[config.mk]
export PLATFORM = sky130hd
export DESIGN_NAME = uart_frame_ctrl
export DESIGN_NICKNAME = d
export VERILOG_FILES = /design/src/rtl/uart_frame_ctrl.sv
export SDC_FILE = /design/constraint.sdc
export NUM_CORES = 1
export LEC_CHECK = 0
export CAP_MARGIN = 0
export CORE_MARGIN = 8
export CORE_UTILIZATION = 45
export CTS_BUF_LIST = sky130_fd_sc_hd__clkbuf_8
export CTS_CLUSTER_DIAMETER = 200
export DETAILED_ROUTE_END_ITERATION = 6
export GPL_ROUTABILITY_DRIVEN = 0
export GPL_TIMING_DRIVEN = 0
export PLACE_DENSITY_LB_ADDON = 0.15
export SETUP_SLACK_MARGIN = 0.2
export SLEW_MARGIN = 10
export SYNTH_ARGS = -nofsm -noshare
export SYNTH_HDL_FRONTEND = slang
export SYNTH_SLANG_ARGS = --single-unit
[constraint.sdc]
create_clock -name CLK -period 4 [get_ports CLK]
set_clock_uncertainty 0.2 [all_clocks]
set_input_delay 0.6 -clock CLK [delete_from_list [all_inputs] [get_ports CLK]]
set_output_delay 0.6 -clock CLK [all_outputs]
set_load 0.005 [all_outputs]
[src/rtl/uart_frame_ctrl.sv]
// Frame sequencer between the UART block and the SNN core: loads one input frame from the RX FIFO,
// kicks the core, then streams the result bytes back out through the UART TX handshake.
module uart_frame_ctrl #(
  parameter int unsigned INPUT_NEURON = 256,
  parameter int unsigned AW           = 8,
  parameter int unsigned OUT_BYTES    = 10,
  parameter int unsigned RAW          = 4
) (
  input  logic           CLK,
  input  logic           RST_N,
  input  logic [7:0]     fifo_dout,
  input  logic           fifo_empty,
  output logic           fifo_read,
  output logic           in_wr_en,
  output logic [AW-1:0]  in_wr_addr,
  output logic [7:0]     in_wr_data,
  output logic           core_start,
  input  logic           core_done,
  output logic [RAW-1:0] res_rd_addr,
  input  logic [7:0]     res_rd_data,
  output logic [7:0]     send_data,
  output logic           Send_Go,
  input  logic           Tx_done,
  output logic           busy,
  output logic           frame_done
);

  localparam int unsigned CW = AW + 1;
  localparam logic [CW-1:0]  LP_IN_MAX   = CW'(INPUT_NEURON);
  localparam logic [CW-1:0]  LP_IN_LAST  = CW'(INPUT_NEURON - 1);
  localparam logic [RAW-1:0] LP_RES_LAST = RAW'(OUT_BYTES - 1);

  typedef enum logic [2:0] {
    S_IDLE,
    S_LOAD,
    S_START,
    S_WAIT_CORE,
    S_RES_ADDR,
    S_SEND_GO,
    S_SEND_WAIT
  } state_t;

  state_t         r_state;
  state_t         w_next;
  logic [CW-1:0]  r_rd_cnt;
  logic [CW-1:0]  r_wr_cnt;
  logic           r_rd_pend;
  logic [RAW-1:0] r_res_idx;
  logic [7:0]     r_send_data;
  logic           r_frame_done;
  logic           w_last_wr;
  logic           w_last_res;

  // The final input write is the cycle a pending read lands on the last buffer slot.
  assign w_last_wr  = r_rd_pend && (r_wr_cnt == LP_IN_LAST);
  assign w_last_res = (r_res_idx == LP_RES_LAST);

  always_ff @(posedge CLK or negedge RST_N) begin
    if (!RST_N) begin
      r_state <= S_IDLE;
    end else begin
      r_state <= w_next;
    end
  end

  always_comb begin
    w_next = r_state;
    case (r_state)
      S_IDLE:      if (!fifo_empty) w_next = S_LOAD;
      S_LOAD:      if (w_last_wr) w_next = S_START;
      S_START:     w_next = S_WAIT_CORE;
      S_WAIT_CORE: if (core_done) w_next = S_RES_ADDR;
      S_RES_ADDR:  w_next = S_SEND_GO;
      S_SEND_GO:   w_next = S_SEND_WAIT;
      S_SEND_WAIT: if (Tx_done) w_next = w_last_res ? S_IDLE : S_RES_ADDR;
      default:     w_next = S_IDLE;
    endcase
  end

  always_comb begin
    fifo_read   = (r_state == S_LOAD) && !fifo_empty && (r_rd_cnt < LP_IN_MAX);
    in_wr_en    = r_rd_pend;
    in_wr_addr  = r_wr_cnt[AW-1:0];
    in_wr_data  = r_rd_pend ? fifo_dout : '0;
    core_start  = (r_state == S_START);
    Send_Go     = (r_state == S_SEND_GO);
    busy        = (r_state != S_IDLE);
    res_rd_addr = r_res_idx;
    send_data   = r_send_data;
    frame_done  = r_frame_done;
  end

  always_ff @(posedge CLK or negedge RST_N) begin
    if (!RST_N) begin
      r_rd_cnt     <= '0;
      r_wr_cnt     <= '0;
      r_rd_pend    <= 1'b0;
      r_res_idx    <= '0;
      r_send_data  <= '0;
      r_frame_done <= 1'b0;
    end else begin
      r_rd_pend    <= fifo_read;
      r_frame_done <= (r_state == S_SEND_WAIT) && Tx_done && w_last_res;

      if (w_last_wr) begin
        r_rd_cnt <= '0;
        r_wr_cnt <= '0;
      end else begin
        if (fifo_read) r_rd_cnt <= r_rd_cnt + CW'(1);
        if (r_rd_pend) r_wr_cnt <= r_wr_cnt + CW'(1);
      end

      if ((r_state == S_WAIT_CORE) && core_done) begin
        r_res_idx <= '0;
      end else if ((r_state == S_SEND_WAIT) && Tx_done) begin
        r_res_idx <= w_last_res ? '0 : r_res_idx + RAW'(1);
      end

      if (r_state == S_SEND_GO) r_send_data <= res_rd_data;
    end
  end

endmodule

==> flow_summary_export.csv, run 1 <==
group,metric,value,unit
yosys,synth.yosys.seq_area_share,0.470,
clock_tree,path_clk_slew,80,ps
timing,worst_slew_pin_slew,440,ps
pwr,p_seq_frac,0.363,
pwr,power_frac_comb,0.401,
worst_setup_path,worstPathArrival,2630,ps
drt,finalWirelength,4430,um
worst_setup_path,slowest_stage,"clkdlybuf4s50_1",
clock_tree,numCtsBuffers,5,
timing,min_period,3430,ps
pwr,leakagePower,1.06,nW
cells_and_area,diodes,0,
timing,rsz0062_at_grt,"no",
floorplanning,die_w,80.3,um
worst_setup_path,crit_chain,"clkdlybuf4s50_1 -> or4b_1 -> clkbuf_2 -> clkbuf_1 -> nor2_1 -> clkdlybuf4s50_1",
timing,slew_headroom,0.706,
floorplanning,ioPinCount,55,
drt,post_drt_wl_per_cell,14.6,um
worst_setup_path,critPathKind,"in2out",
pwr,p_switching,0.000507,W
yosys,syn_avg_cell_area,9.80,sq um
pwr,ir_worst_vdd,0.398,mV
worst_setup_path,slowest_delay,540,ps
hold_path,hold_path_class,"reg2reg",
grt,grt-ovfl-total,0,
worst_setup_path,timing.rr.start,"r_wr_cnt[0]$_DFFE_PN0P_",
timing,finalHoldViolations,0,
grt,grt_max_degree,27,
timing,slew_violations,0,
placement,portBuffers,54,
worst_setup_path,r2r_setup_slack,1460,ps
run,cap_violations,0,
grt,antenna_found_initial,0,
floorplanning,rows,23,
drt,ant_nets,0,
outcome,status,"completed",
floorplanning,core-area,4000,sq um
pwr,clkPwrFrac,0.237,
timing,setup_viol,0,
drt,avgViaCountPerCell,5.30,
yosys,ys_warn_count,0,
placement,dp_hpwl,3350,um
clock_tree,clkLatencyLatePin,290,ps
cells_and_area,nets,279,
hold_path,hold_end,"send_data[3]$_DFFE_PN0P_",
hold_path,hold_depth,1,
worst_setup_path,r2r_cells,9,
worst_setup_path,required,3200,ps
worst_setup_path,reg2reg_to,"r_state[1]$_DFFE_PN0P_",
worst_setup_path,worstSetupEndpointType,"output pin",
floorplanning,fp.dieH,80.3,um
drt,drt_iter0_markers,56,
hold_path,hp-start,"send_data[3]$_DFFE_PN0P_",
pwr,switching_share,0.313,
clock_tree,ctsResizeCount,0,
drt,drt_pass1_iterations,4,
yosys,syn_nets,216,
drt,vias,1610,
worst_setup_path,cp-startpoint,"fifo_empty",
cells_and_area,regArea,876,sq um
floorplanning,start_util,0.465,
timing,min_period_over_period,0.857,
floorplanning,dieArea,6450,sq um
yosys,ys_types,37,
timing,fmax,0.292,GHz
cells_and_area,drive_gt1_frac,0.114,
timing,holdWs,310,ps
clock_tree,ctsHtreeMaxLevel,2,
drt,drc_errors,0,
pwr,internal-power,0.00111,W
worst_setup_path,critPathLaunchType,"input port",
grt,grt.total_usage,0.148,
grt,grt_pass1_vias,1566,
pwr,powerDensity,616,nW/um^2
cells_and_area,fill_cells,340,
worst_setup_path,cp_max_fo,10,
yosys,ys_ff_latch,35,
timing,finalSetupTns,0,ps
yosys,syn_area,1860,sq um
clock_tree,cts_num_sinks,35,
grt,grt_first_pass_wirelength,7470,um
cells_and_area,synthToLayoutAreaGrowth,41.1,%
worst_setup_path,path_common_cell,"clkdlybuf4s50_1",
clock_tree,cts_tree,"done",
clock_tree,cts-root-buf,"clkbuf_8",
cells_and_area,multiInputGateArea,853,sq um
yosys,synth_cells,190,
clock_tree,clock_path_buffers,2,
stage by stage:
step / instances / worst slack [ps] / instance area [sq um] / utilization / total power [W]
3_3_place_gp: 294 / 574 / 2460 / 0.616 / 0.00123
3_5_place_dp: 295 / 559 / 2480 / 0.620 / 0.00125
2_1_floorplan: 190 / 1670 / 1860 / - / 0.000903
6_report: 304 / 571 / 2630 / 0.657 / 0.00162
4_1_cts: 304 / 561 / 2630 / 0.657 / 0.00164
5_1_grt: 304 / 426 / 2630 / 0.657 / 0.00174
worst max-delay path: cells and delay by family:
kind | cells | cell delay [ps]
buffers and inverters | 4 | 1360
and+or+nand+nor | 2 | 670
power by group through the flow:
stage	clock, W	sequential [W]	combinational [W]
6_report	0.000383	0.000586	0.000648
5_1_grt	0.000407	0.000609	0.000721
4_1_cts	0.000392	0.000586	0.000658
3_5_place_dp	0	0.000592	0.000653
3_3_place_gp	0	0.000587	0.000643
2_1_floorplan	0	0.000574	0.000329
cells in the final DEF, fill, tap and decap left out, types with 2 or more instances in the layout:
master and n:
nor4_1 2, clkbuf_8 5, nand2b_1 3, nand3_1 10
dfrtp_1 35, o21ai_0 15, nand4b_1 4, inv_1 9
clkbuf_1 9, or4_1 5, nor3b_1 3, a21oi_1 10
o31ai_1 6, or3_1 5, nand3b_1 2, mux2i_1 2
bufinv_16 2, nor2_1 4, mux2_2 8, and4b_1 2
clkdlybuf4s50_1 53, a31oi_1 2, buf_4 8, nor3_1 2
ha_1 5, nand2_1 14, and2_1 9, o21a_1 4
logic make-up (layout without fill, tap and decap cells):
group                      after synthesis  count (layout)  synth area share
DFF                                     35              35             0.470
AOI/OAI and AO/OA                       43              43             0.141
and+or+nand+nor                         70              70             0.224
muxes                                   10              10            0.0591
buffers and inverters                   27              91            0.0712
adders and majority gates                5               5            0.0336
timing repair:
item / CTS / global route
hold buffers: 1 / 0
buffers inserted: 0 / 0
endpoints found under the setup margin: 0 / 0
endpoints found under the hold margin: 9 / 0
synthesized netlist by cell type:
master,count,area share
nand4b_1,4,0.019
or4_1,5,0.020
nand2b_1,3,0.010
o31ai_1,6,0.024
clkbuf_1,9,0.018
nand2_1,14,0.028
inv_1,9,0.018
nor2_1,4,0.0081
nand4_1,1,0.0034
o22ai_1,1,0.0034
nor3_1,2,0.0054
nand3b_1,2,0.0081
nor4_1,2,0.0067
clkbuf_2,1,0.0027
or3_1,5,0.017
a311oi_1,1,0.0047
a31oi_1,2,0.0067
a22o_1,1,0.0047
and4b_1,2,0.011
a211o_1,1,0.0047
a21oi_1,10,0.027
o21ai_0,15,0.040
ha_1,5,0.034
o32ai_1,1,0.0047
o21a_1,4,0.016
or4b_2,1,0.0054
mux2_2,8,0.048
nand3_1,10,0.027
and3_1,1,0.0034
dfrtp_1,35,0.47
a221oi_1,1,0.0047
or3b_2,1,0.0047
buf_4,8,0.032
or4b_1,1,0.0054
and2_1,9,0.030
nor3b_1,3,0.012
mux2i_1,2,0.011
layout make-up:
type	count	area share
Multi-Input combinational cell	128	0.325
Sequential cell	35	0.333
Timing Repair Buffer	56	0.215
Tap cell	50	0.0238
Clock buffer	5	0.0262
Buffer	18	0.0376
Clock inverter	3	0.0257
Inverter	9	0.0129
state kept, by name (all words and copies together) (netlist names):
signal,count
frame_done,1
in_wr_en,1
r_rd_cnt,9
r_state,3
r_wr_cnt,9
res_rd_addr,4
send_data,8
routing by layer:
layer,share of wire,track usage
met3,0.073,0.0547
met1,0.43,0.177
met5,0,0
met4,0.013,0.0545
met2,0.48,0.236
worst max-delay path by stage:
stage / end / slack, ps / cells after the start
2_1_floorplan: fifo_read / 1670 / 4
3_3_place_gp: fifo_read / 570 / 6
3_5_place_dp: fifo_read / 560 / 6
4_1_cts: fifo_read / 560 / 6
5_1_grt: fifo_read / 430 / 6
6_report: fifo_read / 570 / 6
No activity file was read; power rests on OpenSTA's default activity.
==> run 2, diff against run 1 <==
Settings changed: CAP_MARGIN 0 to unset.
==> results of run 2 <==
Final layout, timing and power as in run 1 (identical DEF).
